===== config.mk =====
export PLATFORM = sky130hd
export DESIGN_NAME = serial_frame_tx
export DESIGN_NICKNAME = d
export VERILOG_FILES = /design/src/rtl/serial_frame_tx.sv
export SDC_FILE = /design/constraint.sdc
export NUM_CORES = 1
export LEC_CHECK = 0
export BUFFER_PORTS_ARGS = -buffer_cell sky130_fd_sc_hd__buf_2
export CAP_MARGIN = 30
export CORE_MARGIN = 2
export CORE_UTILIZATION = 40
export DETAILED_ROUTE_END_ITERATION = 10
export PLACE_DENSITY = 0.67
export SLEW_MARGIN = 5
export SYNTH_ARGS = -nofsm -noshare
export SYNTH_HDL_FRONTEND = slang
export SYNTH_SLANG_ARGS = --single-unit

===== constraint.sdc =====
create_clock -name c -period 2.34 [get_ports c]
set_clock_uncertainty 0.1 [all_clocks]
set_input_delay 0.117 -clock c [delete_from_list [all_inputs] [get_ports c]]
set_output_delay 0.117 -clock c [all_outputs]
set_load 0.02 [all_outputs]

===== src/rtl/serial_frame_tx.sv =====
// rtl/serial_frame_tx.sv - framed one-bit-per-clock serial transmitter with valid/ready word intake
// Optional even parity bit between data and stop is enabled by defining SERIAL_FRAME_TX_PARITY_EN.
module serial_frame_tx #(
  parameter int WIDTH     = 8,
  parameter int MSB_FIRST = 0
) (
  input  logic             c,
  input  logic             r,
  input  logic [WIDTH-1:0] data,
  input  logic             valid,
  output logic             ready,
  output logic             q,
  output logic             busy,
  output logic             done
);

  localparam int CW = (WIDTH > 1) ? $clog2(WIDTH) : 1;
  localparam logic [CW-1:0] LAST = CW'(WIDTH - 1);

`ifdef SERIAL_FRAME_TX_PARITY_EN
  typedef enum logic [2:0] {IDLE, START, DATA, PARITY, STOP} state_t;
`else
  typedef enum logic [2:0] {IDLE, START, DATA, STOP} state_t;
`endif

  state_t           state;
  logic [WIDTH-1:0] sh;
  logic [CW-1:0]    cnt;
  logic             head;
  logic [WIDTH-1:0] sh_shift;
`ifdef SERIAL_FRAME_TX_PARITY_EN
  logic             par;
`endif

  // The bit at the head of the shift register is always the next one to put on q.
  always_comb begin
    head     = (MSB_FIRST != 0) ? sh[WIDTH-1] : sh[0];
    sh_shift = (MSB_FIRST != 0) ? (sh << 1) : (sh >> 1);
  end

  always_ff @(posedge c) begin
    if (r) begin
      state <= IDLE;
      q     <= 1'b0;
      ready <= 1'b1;
      busy  <= 1'b0;
      done  <= 1'b0;
      sh    <= '0;
      cnt   <= '0;
`ifdef SERIAL_FRAME_TX_PARITY_EN
      par   <= 1'b0;
`endif
    end else begin
      done <= 1'b0;
      case (state)
        IDLE, STOP: begin
          if (valid) begin
            state <= START;
            sh    <= data;
            cnt   <= '0;
            q     <= 1'b1;
            ready <= 1'b0;
            busy  <= 1'b1;
`ifdef SERIAL_FRAME_TX_PARITY_EN
            par   <= ^data;
`endif
          end else begin
            state <= IDLE;
            q     <= 1'b0;
            ready <= 1'b1;
            busy  <= 1'b0;
          end
        end
        START: begin
          state <= DATA;
          q     <= head;
          sh    <= sh_shift;
        end
        DATA: begin
          if (cnt == LAST) begin
`ifdef SERIAL_FRAME_TX_PARITY_EN
            state <= PARITY;
            q     <= par;
`else
            state <= STOP;
            q     <= 1'b0;
            ready <= 1'b1;
            done  <= 1'b1;
`endif
          end else begin
            q   <= head;
            sh  <= sh_shift;
            cnt <= cnt + 1'b1;
          end
        end
`ifdef SERIAL_FRAME_TX_PARITY_EN
        PARITY: begin
          state <= STOP;
          q     <= 1'b0;
          ready <= 1'b1;
          done  <= 1'b1;
        end
`endif
        default: begin
          state <= IDLE;
          q     <= 1'b0;
          ready <= 1'b1;
          busy  <= 1'b0;
        end
      endcase
    end
  end

endmodule


# After elaboration in Yosys (flattened, before gate mapping)
# Index checks and enable logic that the tools add are counted.
[classes] addsub=1 n_eq_ne=7 n_mux=17 bitwise_logic=2 reduce_logical=9
[op_table] operator="case mux 8 bit (3 select lines)" count=1
[op_table] operator="two-way mux 8 bit" count=2
[op_table] operator="two-way mux 3 bit" count=3
[op_table] operator="case mux 3 bit (3 select lines)" count=1
[op_table] operator="== test 3 x 2 -> 1 bit (second input constant)" count=2
[op_table] operator="two-way mux 1 bit" count=6
[op_table] operator="inequality test 2 bit (second input constant)" count=3
[op_table] operator="case mux 1 bit (3 select lines)" count=2
[op_table] operator="case mux 3 bit (2 select lines)" count=1
[op_table] operator="AND reduction 3 bit" count=2
[op_table] operator="OR reduction 2 bit" count=3
[op_table] operator="adder 3 x 1 -> 3 bit (second input constant)" count=1
[op_table] operator="== test 3 x 1 -> 1 bit (second input constant)" count=1
[op_table] operator="== test 3 bit (second input constant)" count=1
[op_table] operator="logical NOT 3 bit" count=1
[op_table] operator="nonzero test 3 bit" count=1
[op_table] operator="inverter 1 bit" count=2
[op_table] operator="case mux 1 bit (2 select lines)" count=1
[op_table] operator="AND reduction 2 bit" count=1
[op_table] operator="nonzero test 2 bit" count=1
[totals] ff_bits=18 input_bits=11 out_inout_bits=4 wordCells=43

# Longest topological paths before layout
# Gate-level depths: netlist of run 1.
[logic_depth] depth_word=4 mapped_depth=7 mapped_depth_nobuf=5

# Worst setup path before layout of run 1
# No wires, ideal clock.
[synth_path] path_type="register to register" from="reg state[0]" to="reg cnt[2]" setup_ns=0.122 arrival_ns=1.405 required_ns=2.118 setup_slack_ns=0.713 stages_incl_launch_ff=8 path_buffers=2 period_less_slack_ns=1.627 path_cell_list="dfxtp_1 -> inv_1 -> ha_1 -> buf_2 -> nand2b_1 -> buf_2 -> a21oi_1 -> a221o_1"
[synth_via] elab_chain_len=4 elab_cells_between_ends=9 classes_between="4 x eq/ne; 1 x mux; 4 x reduce/logical"
[synth_lines] element="start: declaration" line="26" text="state_t state;"
[synth_lines] element="start signal: assignment" line="43" text="state <= IDLE;"
[synth_lines] element="start signal: assignment" line="58" text="state <= START;"
[synth_lines] element="start signal: assignment" line="68" text="state <= IDLE;"
[synth_lines] element="== test 3 x 2 -> 1 bit or logical NOT 3 bit (tied branches)" line="55" text="case (state)"
[synth_lines] element="OR reduction 2 bit" line="55"
[synth_lines] element="inequality test 2 bit (no source line) or nonzero test 2 bit (tied branches)"
[synth_lines] element="AND reduction 3 bit (no source line)"
[synth_lines] element="end signal: assignment" line="93" text="cnt <= cnt + 1'b1;"
[synth_lines] element="end: declaration" line="28" text="logic [CW-1:0] cnt;"
# Several ways; a longest one is shown, not always the timed one.
# A chain may end at the register's enable or synchronous reset.

# Worst setup path after layout of run 1
# Same ends and word-level chain as after synthesis.

==> metrics.md, run 1 <==
| Metric | Value |
|---|---|
| Mean Syn Cell Area | `9.180 um2` |
| Setup TNS | `0 ns` |
| Post-CTS Hold Buffers | `0` |
| Post-CTS setup-driven buffer insertion count | `0` |
| Hold Startpoint | `data[7]` |
| Top cell type's share of synthesized area | `40.30%` |
| Seq/Total Area, Yosys | `40.30%` |
| H-tree Lvls | `1` |
| Core ar. | `1982 um2` |
| Number of vias per cell | `5.405` |
| First-pass GRT wire length | `2842 um` |
| Final Critical Period | `1.798 ns` |
| ANT nets after route | `0` |
| Yosys synthesis warning count | `0` |
| Power Total | `1.156 mW` |
| Area leader, netlist | `dfxtp_1` |
| Clock tree buffer depth | `2` |
| Drt pass-1 iters | `4` |
| Pleak | `0.4019 nW` |
| Final setup fails | `0` |
| N_diodes | `0` |
| Vias | `708` |
| GPL Wtd Cong | `0.7860` |
| Total CTS buffers | `3` |
| Yosys cell types | `21` |
| Critical Path Source Type | `flip-flop` |
| Critical Path Start | `state[0]` |
| Worst r2r src | `state[0]` |
| Starting density of the core | `42.61%` |
| Worst EP arrival | `1.89 ns` |
| Worst min path class | `in2reg` |
| Initial antenna violation count | `0` |
| Post_cts resized | `0` |
| Total gr overflow | `0` |
| CP required | `2.43 ns` |
| Final nets | `120` |
| Worst Path Max Fanout | `10` |
| Mapped Area | `844.6 um2` |
| Chip width | `49.95 um` |
| Crit path kind | `reg2reg` |
| Max-slew headroom | `72.22%` |
| Max Clk Rate | `556.2 MHz` |
| Root Buffer | `clkbuf_4` |
| Worst setup EP type | `flip-flop` |
| Syn Inst Count | `92` |
| CTS Sinks | `17` |
| Final wirelength | `1633 um` |
| Residual DRC | `0` |
| Reg clk slew, reported paths | `0.10 ns` |
| Max Slew Vio Count | `0` |
| Status | `complete, no violations` |
| Max Cap Violations | `0` |
| Clk Latency, worst-skew pair | `0.29 ns` |
| Top Ports | `15` |
| DR WL/cell | `12.47 um` |
| Die Y | `49.95 um` |
| PortBufs | `14` |
| Row cnt | `16` |
| Dpl hpwl | `1144 um` |
| DR iter-0 viols | `10` |
| Final Hold Vio Count | `0` |
| Die area | `2495 um2` |
| Area Growth Syn to Fin | `12.00%` |
| Largest net degree at the start of global routing | `21` |
| RSZ-0062 raised after global routing | `false` |
| VDD IR-drop max | `0.5305 mV` |
| Least-Margin Pin Slew | `0.4166 ns` |
| Share of layout cells above drive strength 1 | `19.23%` |
| Vias in the first global route | `634` |
| Cell Pwr Density | `1222 nW/um2` |
| Seq cells post-synth | `17` |
| Final period util | `76.84%` |
| CTS tree | `yes` |
| Global-route total usage across every layer | `14.67%` |
| Filler cells | `213` |
| Syn nets | `107` |
| Synth top area cells | `dfxtp_1 40%, a211oi_1 9.8%, mux2i_1 8.3%` |
[metrics by stage]
stage / cells / hold WS [ns] / utilization (%) / area [um2] / worst slack (ns)
after floorplan: 92 / 0.1850 / - / 844.6 / 0.7134
after global placement: 127 / 0.3212 / 46.34 / 918.4 / 0.5959
after detailed placement: 127 / 0.3149 / 46.34 / 918.4 / 0.5664
after CTS: 131 / 0.005552 / 47.73 / 945.9 / 0.5636
after global routing: 131 / 0.004374 / 47.73 / 945.9 / 0.3978
final: 131 / 0.01699 / 47.73 / 945.9 / 0.5420
[registers in the layout, indices dropped and copies added (netlist names)]
name   flops
busy       1
sh         8
q          1
done       1
ready      1
state      2
cnt        3
[worst paths after layout]
check | end | slack, ns | cells past startpoint
max | cnt[2] | 0.54 | 5
min | sh[7] | 0.02 | 3
max reg2reg | cnt[2] | 0.54 | 5
min reg2reg | busy | 0.38 | 2
[kinds of logic (layout without fill, tap and decap cells)]
logic type / Yosys count / count (layout) / share of synthesized area, %
flops: 17 / 17 / 40.30
buf+inv: 9 / 21 / 5.333
fa+ha+maj: 4 / 4 / 5.926
simple gates: 23 / 23 / 15.71
mux: 7 / 7 / 8.297
compound gates: 32 / 32 / 24.44
[placed cells by master (no fill, tap or decap)]
master    instances
nor2_1            5
dfxtp_1          17
nor3b_1           1
nor2b_1           3
buf_2            14
a21oi_2           1
a21bo_1           1
and2_1            1
a221o_1           2
mux2i_1           7
nand2_1           2
nand2b_1          6
buf_4             1
a211oi_1         11
nand4_1           1
a21oi_1          13
nand3b_1          4
inv_1             2
clkinv_2          1
ha_1              4
o21ai_0           4
clkbuf_4          3
[cells in the mapped netlist]
cell       n
nand2_1    2
nor2b_1    3
a21oi_2    1
nor2_1     5
dfxtp_1   17
mux2i_1    7
o21ai_0    4
a21bo_1    1
and2_1     1
buf_2      3
nand4_1    1
nand3b_1   4
ha_1       4
a211oi_1  11
a21oi_1   13
buf_4      2
nor3b_1    1
inv_1      2
nand2b_1   6
a221o_1    2
clkbuf_1   2
[where the power goes]
| part | internal, mW | switching, mW | total (mW) | leakage (nW) |
|---|---|---|---|---|
| clock | 0.0635 | 0.0950 | 0.159 | 0.0177 |
| combinational | 0.248 | 0.319 | 0.567 | 0.244 |
| sequential | 0.381 | 0.0495 | 0.431 | 0.140 |
[routing by layer]
layer  vias to the layer above  part of all wire, %  GRT usage, %
met5                         -                    0             0
met2                        14                   44         22.44
li1                        361                    -             -
met4                         0                 0.86         3.704
met3                         2                  3.7         5.152
met1                       331                   51         19.55
[critical path, cell delays in order (launching register included)]
cell and delay (ns):
dfxtp_1 0.37, inv_1 0.06, ha_1 0.38, nand2b_1 0.33, a21oi_1 0.15, a221o_1 0.30
[final cells by class]
class | instances | area [um2] | area share, %
Sequential cell | 17 | 340.3 | 35.98
Multi-Input combinational cell | 66 | 459.2 | 48.54
Clock inverter | 1 | 5.005 | 0.5291
Tap cell | 27 | 33.78 | 3.571
Clock buffer | 3 | 22.52 | 2.381
Inverter | 2 | 7.507 | 0.7937
Timing Repair Buffer | 15 | 77.57 | 8.201
Power figures use the tool's default switching activity.
==> run 2, diff against run 1 <==
--- a/config.mk
+++ b/config.mk
@@ -10,7 +10,7 @@
 export CORE_MARGIN = 2
 export CORE_UTILIZATION = 40
 export DETAILED_ROUTE_END_ITERATION = 10
-export PLACE_DENSITY = 0.67
+export PLACE_DENSITY = 0.7
 export SLEW_MARGIN = 5
 export SYNTH_ARGS = -nofsm -noshare
 export SYNTH_HDL_FRONTEND = slang
==> constraint.sdc (replaced) <==
create_clock -name c -period 1.5 [get_ports c]
set_clock_uncertainty 0.1 [all_clocks]
set_input_delay 0.075 -clock c [delete_from_list [all_inputs] [get_ports c]]
set_output_delay 0.075 -clock c [all_outputs]
set_load 0.02 [all_outputs]
==> metrics.md, run 2 (synthesized netlist as in run 1, its figures left out) <==
| Metric | Value |
|---|---|
| Status | `complete, no violations` |
| Total gr overflow | `0` |
| Reg power frac | `29.8%` |
| First-pass GRT wire length | `3070 um` |
| Vias in the first global route | `720` |
| GPL Wtd Cong | `0.7907` |
| PortBufs | `14` |
| Final instance area | `1165 um2` |
| Max Clk Rate | `688.3 MHz` |
| Critical path depth | `5` |
| Final setup fails | `0` |
| Flop-to-flop setup slack | `0.05 ns` |
| Area Growth Syn to Fin | `37.93%` |
| Max Cap Violations | `0` |
| Max Slew Vio Count | `0` |
| Vias | `771` |
| Reg clk slew, reported paths | `0.10 ns` |
| Final nets | `135` |
| Worst EP arrival | `1.53 ns` |
| Worst setup margin | `0.04705 ns` |
| CP required | `1.58 ns` |
| Non-Filler Instances | `146` |
| Residual DRC | `0` |
| VDD IR-drop max | `0.9722 mV` |
| Critical Path Start | `cnt[0]` |
| Int Power | `1.403 mW` |
| CTS tree | `yes` |
| Drt pass-1 iters | `4` |
| Pleak | `0.4897 nW` |
| ANT nets after route | `0` |
| Final wirelength | `1915 um` |
| Min Hold Slack | `0.01999 ns` |
| Crit path cell chain | `ha_2, ha_4, nand2b_4, nor3b_2, a221o_1` |
| Worst min path class | `in2reg` |
| Final Critical Period | `1.453 ns` |
| CTS Sinks | `17` |
| Largest net degree at the start of global routing | `21` |
| Most frequent cells in the layout | `16 x dfxtp_1, 14 x buf_2, 13 x buf_4` |
| Initial antenna violation count | `0` |
| Comb pwr share | `59.4%` |
| Max-slew headroom | `73.17%` |
| Sw Ratio | `38.08%` |
| Critical Path Source Type | `flip-flop` |
| Hold path cells | `3` |
| Clock tree buffer depth | `2` |
| Final Hold Vio Count | `0` |
| Root Buffer | `clkbuf_4` |
| Total CTS buffers | `3` |
| Share of layout cells above drive strength 1 | `39.50%` |
| Biggest registers after layout | `sh x8, cnt x3, state x2` |
| Clock network power share | `10.8%` |
| Max reg flops | `8` |
| DR WL/cell | `13.12 um` |
| Worst Path Max Fanout | `6` |
| Starting density of the core | `42.61%` |
| Die area | `2495 um2` |
| CP top delay family | `compound AO/OA/AOI/OAI gates` |
| End of the critical path | `cnt[1]` |
| Dpl hpwl | `1312 um` |
| Dpl cell area | `1036 um2` |
| Post-layout util | `58.78%` |
| NetSw | `0.8631 mW` |
| Worst setup EP type | `flip-flop` |
| Worst r2r path cells | `5` |
| Max stage delay cell, worst path | `a221o_1` |
| H-tree Lvls | `1` |
| Largest Register | `sh` |
| Leading cell type in the layout, fill and taps excluded | `dfxtp_1` |
| Top Ports | `15` |
| Chip width | `49.95 um` |
| N_diodes | `0` |
| Number of vias per cell | `5.281` |
| Core ar. | `1982 um2` |
| Die Y | `49.95 um` |
| Worst r2r src | `cnt[0]` |
| Cell Pwr Density | `1946 nW/um2` |
| Placed cell count | `139` |
| Pre-CTS setup slack | `-0.04684 ns` |
| WP buf/inv | `0` |
| Crit-path max cell delay | `0.37 ns` |
| Row cnt | `16` |
| Clk Latency, worst-skew pair | `0.29 ns` |
| Reg2reg end | `cnt[1]` |
| DR iter-0 viols | `28` |
| Final period util | `96.86%` |
| Global-route total usage across every layer | `15.75%` |
| Crit path kind | `reg2reg` |
| Least-Margin Pin Slew | `0.4024 ns` |
run 2: cell count changes in the layout (fill, tap and decap cells not counted), moves of 2 or more:
cell and delta:
buf_4 +12, nand2b_4 +2, ha_1 -3, nand2b_1 -2
ha_4 +2, a211oi_1 -3, a211oi_2 +3
run 2: cell type report:
class                   count  area, um2
fillers                   176      817.0
multi-input cells          66      546.8
flip-flops and latches     17      341.6
repair buffers             30      209.0
well taps                  27      33.78
clock buffers               4      26.28
inverters                   2      7.507
run 2: power groups by stage:
stage                     clock, mW  combinational [mW]  sequential (mW)
final                         0.245                1.35            0.675
after global routing          0.270                1.46            0.691
after CTS                     0.259                1.23            0.675
after detailed placement          0                1.11            0.679
after global placement            0                1.09            0.670
after floorplan                   0               0.795            0.703
run 2: repair_timing:
action	in CTS	in global routing
hold endpoints to repair	1	0
endpoints found under the setup margin	9	12
gates resized for setup	5	11
hold buffers	1	0
buffers inserted	2	0
run 2: per-layer routing:
metal / wire length (um) / vias up / global-route usage [%]
met5: 0 / - / 0
met4: 0 / 0 / 1.389
met1: 894 / 369 / 19.37
met2: 950 / 14 / 27.33
met3: 71 / 0 / 5.455
li1: - / 388 / -
run 2: worst min path at each step:
stage               startpoint     to
detailed placement     data[7]  sh[7]
global route           data[2]  sh[2]
floorplan                valid  sh[7]
global placement       data[7]  sh[7]
finish                 data[2]  sh[2]
CTS                    data[2]  sh[2]
run 2: through the flow:
stage | setup TNS (ns) | total power, mW
6_report | 0 | 2.266
2_1_floorplan | 0 | 1.499
3_3_place_gp | -0.1001 | 1.758
4_1_cts | 0 | 2.168
5_1_grt | -0.002895 | 2.422
3_5_place_dp | -0.2779 | 1.792
run 2: worst register-to-register path, cell delays in order, from the launching register on:
cell and delay [ns]:
dfxtp_1 0.35, ha_2 0.19, ha_4 0.16, nand2b_4 0.13, nor3b_2 0.05, a221o_1 0.37
==> run 3, diff against run 2 <==
--- a/config.mk
+++ b/config.mk
@@ -5,9 +5,8 @@
 export SDC_FILE = /design/constraint.sdc
 export NUM_CORES = 1
 export LEC_CHECK = 0
-export BUFFER_PORTS_ARGS = -buffer_cell sky130_fd_sc_hd__buf_2
+export BUFFER_PORTS_ARGS = -buffer_cell sky130_fd_sc_hd__buf_4
 export CAP_MARGIN = 30
-export CORE_MARGIN = 2
 export CORE_UTILIZATION = 40
 export DETAILED_ROUTE_END_ITERATION = 10
 export PLACE_DENSITY = 0.7
==> metrics.md, run 3 (synthesized netlist as in run 1, its figures left out) <==
| Metric | Value |
|---|---|
| Final instance area | `1165 um2` |
| Residual DRC | `0` |
| Max-slew headroom | `84.82%` |
| Max reg flops | `8` |
| Dpl hpwl | `1240 um` |
| Dpl cell area | `1059 um2` |
| Total CTS buffers | `3` |
| Clock tree buffer depth | `2` |
| ANT nets after route | `0` |
| PortBufs | `14` |
| CTS tree | `yes` |
| Sw Ratio | `38.07%` |
| Largest Register | `sh` |
| RSZ-0062 raised after global routing | `false` |
| Worst min path class | `in2reg` |
| GPL Wtd Cong | `0.8114` |
| Core ar. | `1982 um2` |
| NetSw | `0.8150 mW` |
| Biggest registers after layout | `sh x8, cnt x3, state x2` |
| Die Y | `47.95 um` |
| Row cnt | `16` |
| Final nets | `134` |
| Final setup fails | `0` |
| DR iter-0 viols | `23` |
| Leading cell type in the layout, fill and taps excluded | `buf_4` |
| Worst Path Max Fanout | `8` |
| Initial antenna violation count | `0` |
| Comb pwr share | `57.1%` |
| Max Clk Rate | `683.3 MHz` |
| DR WL/cell | `12.92 um` |
| Drt pass-1 iters | `4` |
| First-pass GRT wire length | `2760 um` |
| Worst setup EP type | `flip-flop` |
| Placed cell count | `139` |
| Final Critical Period | `1.463 ns` |
| Die area | `2299 um2` |
| Vias in the first global route | `627` |
| VDD IR-drop max | `1.920 mV` |
| CTS Sinks | `17` |
| Largest net degree at the start of global routing | `21` |
| Non-Filler Instances | `145` |
| CP required | `1.57 ns` |
| Final wirelength | `1873 um` |
| Pleak | `0.4911 nW` |
| Cell Pwr Density | `1838 nW/um2` |
| Vias | `742` |
| Clk Latency, worst-skew pair | `0.28 ns` |
| Starting density of the core | `42.61%` |
| Worst setup margin | `0.03660 ns` |
| Area Growth Syn to Fin | `37.93%` |
| Int Power | `1.326 mW` |
| Critical Path Source Type | `flip-flop` |
| N_diodes | `0` |
| Total gr overflow | `0` |
| Clock network power share | `11.2%` |
| Global-route total usage across every layer | `17.46%` |
| Share of layout cells above drive strength 1 | `38.14%` |
| Number of vias per cell | `5.117` |
| Reg power frac | `31.7%` |
| Most frequent cells in the layout | `27 x buf_4, 14 x dfxtp_1, 12 x a21oi_1` |
| Max Cap Violations | `0` |
| Chip width | `47.95 um` |
| Final period util | `97.56%` |
| Root Buffer | `clkbuf_4` |
| Post-layout util | `58.78%` |
| Setup TNS | `0 ns` |
| Reg clk slew, reported paths | `0.09 ns` |
| Pre-CTS setup slack | `-0.04022 ns` |
| Worst EP arrival | `1.54 ns` |
| Final Hold Vio Count | `0` |
| Crit path kind | `reg2reg` |
| Status | `complete, no violations` |
| Filler cells | `177` |
| Top Ports | `15` |
| Least-Margin Pin Slew | `0.2277 ns` |
| Max Slew Vio Count | `0` |
| H-tree Lvls | `1` |
## run 3: path summary, 6_finish.rpt
check             startpoint     end  slack (ns)  cells after the start
setup / recovery      cnt[1]  cnt[1]        0.04                      5
hold / removal         valid   sh[7]        0.03                      3
setup reg to reg      cnt[1]  cnt[1]        0.04                      5
hold reg to reg         busy    busy        0.38                      2
## run 3: layout make-up
type / instances / area (um2) / share of cell area (%)
sequential: 17 / 344.1 / 29.54
timing repair buffer: 29 / 222.7 / 19.12
multi-input combinational: 66 / 530.5 / 45.54
clock buffer: 4 / 26.28 / 2.256
inverter: 2 / 7.507 / 0.6445
tap: 27 / 33.78 / 2.900
## run 3: routing by layer
layer	share of wire (%)	GRT usage (%)
met5	0	0
met4	0	1.667
met3	3.5	6.792
met2	48	26.76
met1	49	24.04
## run 3: repair_timing
item	CTS	global route
buffers inserted	0	0
hold buffers	2	0
resized for setup	5	8
pin swaps	0	1
endpoints found under the setup margin	10	12
hold endpoints to repair	2	0
## run 3: stage by stage
step / hold slack, ns / total power [mW]
final: 0.02560 / 2.141
after global routing: 0.03194 / 2.297
after floorplan: 0.1429 / 1.499
after global placement: 0.2750 / 1.732
after detailed placement: 0.2854 / 1.758
after CTS: 0.01735 / 2.092
## run 3: power by group through the flow
stage          logic, mW  registers [mW]  clock network, mW
2_1_floorplan      0.795           0.703                  0
3_3_place_gp        1.06           0.671                  0
3_5_place_dp        1.08           0.678                  0
4_1_cts             1.17           0.677              0.246
5_1_grt             1.34           0.698              0.261
6_report            1.22           0.679              0.239
## run 3: critical path, cell delays in order, from the launching register on
cell and delay (ns):
dfxtp_2 0.35, ha_2 0.19, ha_4 0.17, nand2b_4 0.14, nor3b_2 0.05, a221o_1 0.35
